File: src/rtl/goertzel_bin_scanner.sv
// Sweeps goertzel bin coefficients frame by frame, records per-bin power and reports the strongest bin per sweep.
// Optional BIN_SCAN_THRESH_EN gates peak reporting on a minimum power of THRESHOLD.
module goertzel_bin_scanner #(
    parameter int                 NUM_BINS  = 8,
    parameter int                 BIN_W     = 3,
    parameter logic signed [63:0] THRESHOLD = 64'sd4096
) (
    input  logic                     clk,
    input  logic                     reset,
    input  logic                     enable,
    input  logic signed [63:0]       power,
    input  logic                     advance,
    output logic signed [31:0]       bin_coeff,
    output logic [BIN_W-1:0]         bin_index,
    input  logic                     coeff_we,
    input  logic [BIN_W-1:0]         coeff_addr,
    input  logic signed [31:0]       coeff_wdata,
    input  logic [BIN_W-1:0]         rd_addr,
    output logic signed [63:0]       rd_data,
    output logic [BIN_W-1:0]         peak_bin,
    output logic signed [63:0]       peak_power,
    output logic                     peak_valid,
    output logic [15:0]              sweep_count
);

    if (NUM_BINS < 2 || NUM_BINS > 64 || THRESHOLD < 0) begin : g_param_check
        $error("goertzel_bin_scanner: parameter out of range");
    end

    localparam logic [BIN_W-1:0] LAST_BIN = BIN_W'(NUM_BINS - 1);

    typedef enum logic [1:0] {IDLE, SYNC, SCAN} state_t;
    state_t state, state_nxt;

    logic signed [31:0] coeff_mem [NUM_BINS];
    logic signed [63:0] power_mem [NUM_BINS];

    logic signed [63:0] run_max, fin_max, cmp_val;
    logic [BIN_W-1:0]   run_bin, fin_bin, next_idx, load_idx;
    logic signed [31:0] load_coeff;
    logic               capture, last, go_idle, peak_fire;

    always_ff @(posedge clk) begin
        if (reset) state <= IDLE;
        else       state <= state_nxt;
    end

    always_comb begin
        state_nxt = state;
        case (state)
            IDLE:    if (enable) state_nxt = SYNC;
            SYNC:    if (!enable) state_nxt = IDLE;
                     else if (advance) state_nxt = SCAN;
            SCAN:    if (!enable) state_nxt = IDLE;
            default: state_nxt = IDLE;
        endcase
    end

    assign capture  = (state == SCAN) && enable && advance;
    assign last     = (bin_index == LAST_BIN);
    assign go_idle  = (state_nxt == IDLE);
    assign next_idx = last ? '0 : bin_index + 1'b1;
    assign load_idx = capture ? next_idx : '0;
    // Write-first: a coefficient written on the loading edge is the one handed to the core.
    assign load_coeff = (coeff_we && coeff_addr == load_idx) ? coeff_wdata : coeff_mem[load_idx];

    // Negative power only competes as zero; bin 0 restarts the running max every sweep.
    assign cmp_val = power[63] ? 64'sd0 : power;

    always_comb begin
        fin_max = run_max;
        fin_bin = run_bin;
        if (bin_index == '0 || cmp_val > run_max) begin
            fin_max = cmp_val;
            fin_bin = bin_index;
        end
    end

`ifdef BIN_SCAN_THRESH_EN
    assign peak_fire = capture && last && (fin_max >= THRESHOLD);
`else
    assign peak_fire = capture && last;
`endif

    always_ff @(posedge clk) begin
        if (reset) begin
            for (int i = 0; i < NUM_BINS; i++) begin
                coeff_mem[i] <= '0;
                power_mem[i] <= '0;
            end
            bin_index   <= '0;
            bin_coeff   <= '0;
            rd_data     <= '0;
            run_max     <= '0;
            run_bin     <= '0;
            peak_bin    <= '0;
            peak_power  <= '0;
            peak_valid  <= 1'b0;
            sweep_count <= '0;
        end else begin
            peak_valid <= 1'b0;
            rd_data    <= power_mem[rd_addr];
            if (coeff_we) coeff_mem[coeff_addr] <= coeff_wdata;

            if (capture) begin
                power_mem[bin_index] <= power;
                bin_index            <= next_idx;
                bin_coeff            <= load_coeff;
                if (last) begin
                    run_max     <= '0;
                    run_bin     <= '0;
                    sweep_count <= sweep_count + 16'd1;
                    if (peak_fire) begin
                        peak_bin   <= fin_bin;
                        peak_power <= fin_max;
                        peak_valid <= 1'b1;
                    end
                end else begin
                    run_max <= fin_max;
                    run_bin <= fin_bin;
                end
            end else if (go_idle) begin
                // Partial sweeps are dropped; IDLE keeps bin 0 staged for the next start.
                bin_index <= '0;
                bin_coeff <= load_coeff;
                run_max   <= '0;
                run_bin   <= '0;
            end
        end
    end

endmodule

File: config.mk
export PLATFORM = sky130hd
export DESIGN_NAME = goertzel_bin_scanner
export DESIGN_NICKNAME = d
export VERILOG_FILES = /design/src/rtl/goertzel_bin_scanner.sv
export SDC_FILE = /design/constraint.sdc
export NUM_CORES = 2
export LEC_CHECK = 0
export ABC_AREA = 1
export BUFFER_PORTS_ARGS = -buffer_cell sky130_fd_sc_hd__buf_2
export CORE_UTILIZATION = 37
export DETAILED_ROUTE_END_ITERATION = 6
export GPL_ROUTABILITY_DRIVEN = 0
export HOLD_SLACK_MARGIN = 0.12
export SKIP_LAST_GASP = 1
export SYNTH_ARGS = -nofsm -noshare
export SYNTH_HDL_FRONTEND = slang
export SYNTH_SLANG_ARGS = --single-unit
export TNS_END_PERCENT = 20
File: constraint.sdc
create_clock -name clk -period 4.5 [get_ports clk]
set_input_delay 0.45 -clock clk [delete_from_list [all_inputs] [get_ports clk]]
set_output_delay 0.45 -clock clk [all_outputs]
set_load 0.01 [all_outputs]
Yosys cells after proc, flatten, opt, wreduce, memory -nomap -nowiden --
Memory sizes are Yosys's and may differ from the RTL's. A register that Yosys moved wholly into a read port is not among the register bits. Cells that the tools add are included.
Operators by class: $add $sub $neg 2, order comparisons 1, equal/unequal tests 4, multiplexer cells 35, bitwise logic cells 2, reduce and logical (&&, ||, !) cells 14
Operators by type and width (count):
- $mux 64 | 5
- $mux 32 | 4
- $gt 64x64->1 | 1
- $reduce_or 64->1 | 1
- $mux 63 | 1
- $reduce_or 32->1 | 1
- $mux 3 | 9
- $add 16x1->16 const B | 1
- $mux 1 | 11
- $mux 2 | 4
- $pmux 2 s3 | 1
- $logic_and 1x1->1 | 4
- $logic_not 2->1 | 2
- $add 3x1->3 const B | 1
- $eq 3x3->1 | 1
- $eq 3x3->1 const B | 1
- $logic_not 3->1 | 1
- $reduce_and 3->1 | 1
- $reduce_or 3->1 | 1
- $eq 2x1->1 const B | 1
- $eq 2x2->1 const B | 1
- $not 1->1 | 2
- $reduce_and 2->1 | 1
- $reduce_bool 2->1 | 1
- $logic_or 1x1->1 | 1
Storage, ports and cells: register bits 188, RAM bits 768, input bits 107, word-level logic and storage cells 69, memories kept 2
Memories:
- power_mem | words 8, width 64, read ports 1, clocked after memory_dff 1, write ports 8, RTL line 36 | logic signed [63:0] power_mem [NUM_BINS];
- coeff_mem | words 8, width 32, read ports 1, clocked after memory_dff 0, write ports 8, RTL line 35 | logic signed [31:0] coeff_mem [NUM_BINS];

Logic depth before layout (Yosys ltp) --
word-level depth 9, depth in mapped cells 26

Worst setup path after synthesis --
No wires, ideal clock.
kind in2reg, from input port enable, to memory power_mem[2][0], enable pin, data arrival time 2537 ps, required time 3812 ps, setup slack 1276 ps, stages 8, cells stage by stage nand4_4 -> inv_2 -> nand2_1 -> nor2_1 -> nand2_1 -> clkbuf_1 -> buf_1 -> nand2_1
RTL lines:
- start, declared | RTL line 10 | input logic enable,
- end, declared | RTL line 36

Worst setup path in the final report --
from input port power[63], to register peak_power[14]
Between the ends: cells in the longest elaborated chain, start to end 4
RTL lines:
- start, declared | RTL line 11 | input logic signed [63:0] power,
- $mux 63 * | RTL line 68 | assign cmp_val = power[63] ? 64'sd0 : power;
- $gt 64x64->1 | RTL line 73 | if (bin_index == '0 || cmp_val > run_max) begin
- $logic_or 1x1->1 | RTL line 73
- $mux 64 * | RTL line 73
- end signal, assigned | RTL line 115 | peak_power <= fin_max;
- end, declared | RTL line 21 | output logic signed [63:0] peak_power,
Mark *: on every way between the ends. The rest lies on a longest branch, timed or not. A chain may end at the register's enable or synchronous reset.

==> flow_metrics.tcl <==
set metrics [dict create \
    timing.final.crit_share_pct 70.0 \
    total_power_w 0.0212 \
    start_util_pct 37.5 \
    clk_pin_slew_ps 60 \
    outcome "finished, violations left" \
    ant_nets 0 \
    cp.arrival_ps 3710 \
    place_hpwl_um 79300 \
    grt_pass1_wl_um 206000 \
    hold_violations 0 \
    cts_resized 0 \
    insertion_delay_ps 720 \
    max-clock-path-buffers 3 \
    rsz0062_at_grt "false" \
    synth-seq-cells 1020 \
    drive_above_1_share_pct 11.6 \
    p_leak_nw 20.6 \
    die_y_um 351 \
    p_per_area_nw_per_um2 409 \
    skew_ps 61.6 \
    maxCapViolCount 0 \
    fin_crit_ps 3150 \
    mostFrequentLayoutCells "1606 x nor2_1, 768 x edfxtp_1, 521 x nand2_1" \
    fillers 11638 \
    crit_type "input pin to register" \
    dieArea_um2 123000 \
    synth_cells 4885 \
    gr-total-overflow 0 \
    dr_total_vias 35031 \
    synth_ff_type "edfxtp_1" \
    endpoint_kind "register" \
    grt_pass1_vias 33317 \
    num_io_pins 290 \
    worstPathMaxFanout 32 \
    setup_viol 0 \
    crit_required_ps 5060 \
    cts_num_sinks 1020 \
    synth_fp_nets 5059 \
    startpoint_type "input pin" \
    cts_buffers 109 \
    grt_max_degree 131 \
    syn-cell-area_um2 45100 \
    relSlewSlack_pct 23.6 \
    finalNetCount 5245 \
    multi_input_comb_area_um2 14500 \
    first_pass_iters 7 \
    layout_commonest_cell "nor2_1" \
    vias_per_cell 5.17 \
    synth-async-reset-ratio_pct 0 \
    slew_viol_final 0 \
    io_buffers 289 \
    antenna_found_initial 3 \
    tns_ps 0 \
    num_antenna_cells 0 \
    rows 127 \
    cts_tree "done" \
    hold_path.class "input pin to register" \
    netlist.area_leader.share_pct 51.2 \
    root_buffer "clkbuf_16" \
    irDropWorstVdd_mv 0.287 \
    syn_avg_cell_area_um2 9.22 \
    fmax_mhz 318 \
    htreeDepth 3 \
    synth-edff-count 768 \
    grtUsageTotal_pct 21.9 \
    tightest_slew_ps 1150 \
    coreArea_um2 120000 \
    synth_area_leader_cell "edfxtp_1" \
    drt-total-wl_um 137000 \
    post_cts_buffers 0 \
    drt-initial-drc-count 3004 \
    synth_cell_types 37 \
    syn_to_final_growth_pct 15.2 \
    register_area_um2 28100 \
    wl_per_cell_um 20.2 \
    violations "DRC" \
    drc 1 \
    synth.area.top_cells "edfxtp_1 51%, nor2_1 13%, dfxtp_1 11%, o21ai_0 4.8%, nand2_1 4.5%" \
    seq_area_frac_synth_pct 62.4 \
    die_w_um 351 \
    yosysWarnings 0 \
]
-- cell usage after synthesis (all sizes together) (64+ instances only) --
cell type / n
edfxtp: 768
buf: 75
nand2: 543
o32ai: 64
inv: 238
clkbuf: 250
a31oi: 64
nand3: 144
ha: 67
nor2: 1609
clkinv: 96
o21ai: 462
dfxtp: 252
o22ai: 65
a21oi: 145
-- worst paths after layout --
| check | startpoint | to | slack (ps) | cells past startpoint |
|---|---|---|---|---|
| min reg2reg | peak_power[63] | peak_power[63] | 440 | 2 |
| min | power[0] | run_max[0] | 190 | 5 |
| max reg2reg | bin_index[1] | bin_coeff[12] | 1390 | 9 |
| max | power[63] | peak_power[14] | 1350 | 17 |
-- registers in the layout, indices dropped and copies added (netlist names) --
signal       cells
bin_coeff       32
bin_index        3
coeff_mem      256
peak_bin         3
peak_power      64
peak_valid       1
power_mem      512
rd_data         64
run_bin          3
run_max         64
state            2
sweep_count     16
-- logic make-up after synthesis --
logic type | share of synthesized area, %
fa+ha+maj | 1.86
simple gates | 20.1
compound gates | 9.93
buf+inv | 5.73
xor+xnor | 0.0194
flops | 62.4
-- critical path: stages --
cell	delay (ps)
buf_2	540
buf_4	280
nor2_1	70
ha_1	300
nand2_1	70
nor2_2	120
and2_1	190
nand3_1	140
nor2_1	310
nand4_1	220
nand2_2	150
buf_4	380
nand3_1	170
nand2_1	110
nand2_1	50
nand2_1	80
inv_1	40
-- report_power, final --
group / internal (W) / switching (W) / leakage (nW)
sequential: 0.0105 / 0.000108 / 9.72
clock: 0.00525 / 0.00391 / 1.74
combinational: 0.000408 / 0.00107 / 9.10
total: 0.0161 / 0.00508 / 20.6
-- what timing repair did --
| item | 4_1_cts | 5_1_grt |
|---|---|---|
| endpoints found under the setup margin | 0 | 0 |
| hold endpoints to repair | 2 | 0 |
| hold buffers | 3 | 0 |
-- final cells by class --
class / count / share of cell area (%)
Inverter: 334 / 2.44
Sequential cell: 1020 / 54.1
Clock inverter: 50 / 1.15
Tap cell: 1612 / 3.89
Clock buffer: 157 / 5.87
Timing Repair Buffer: 400 / 4.63
Multi-Input combinational cell: 3206 / 27.9
-- per-layer routing --
metal / vias up / track usage [%] / routed length [um]
met5: - / 0 / 30
met4: 6 / 6.56 / 3500
met3: 204 / 5.25 / 11900
met2: 1217 / 34.7 / 62100
met1: 16955 / 29.6 / 59400
li1: 16649 / - / -
-- stage by stage --
| stage | setup slack (ps) | hold WS, ps | cells | cell area, um2 | util, % |
|---|---|---|---|---|---|
| global placement | 731 | 428 | 6569 | 48200 | 40.1 |
| global route | 1070 | 201 | 6779 | 51900 | 43.2 |
| finish | 1350 | 186 | 6779 | 51900 | 43.2 |
| floorplan | 1280 | 445 | 4885 | 45100 | - |
| detailed placement | 681 | 430 | 6569 | 48200 | 40.1 |
| CTS | 1360 | 129 | 6779 | 51900 | 43.2 |
No activity file was read; power rests on OpenSTA's default activity.
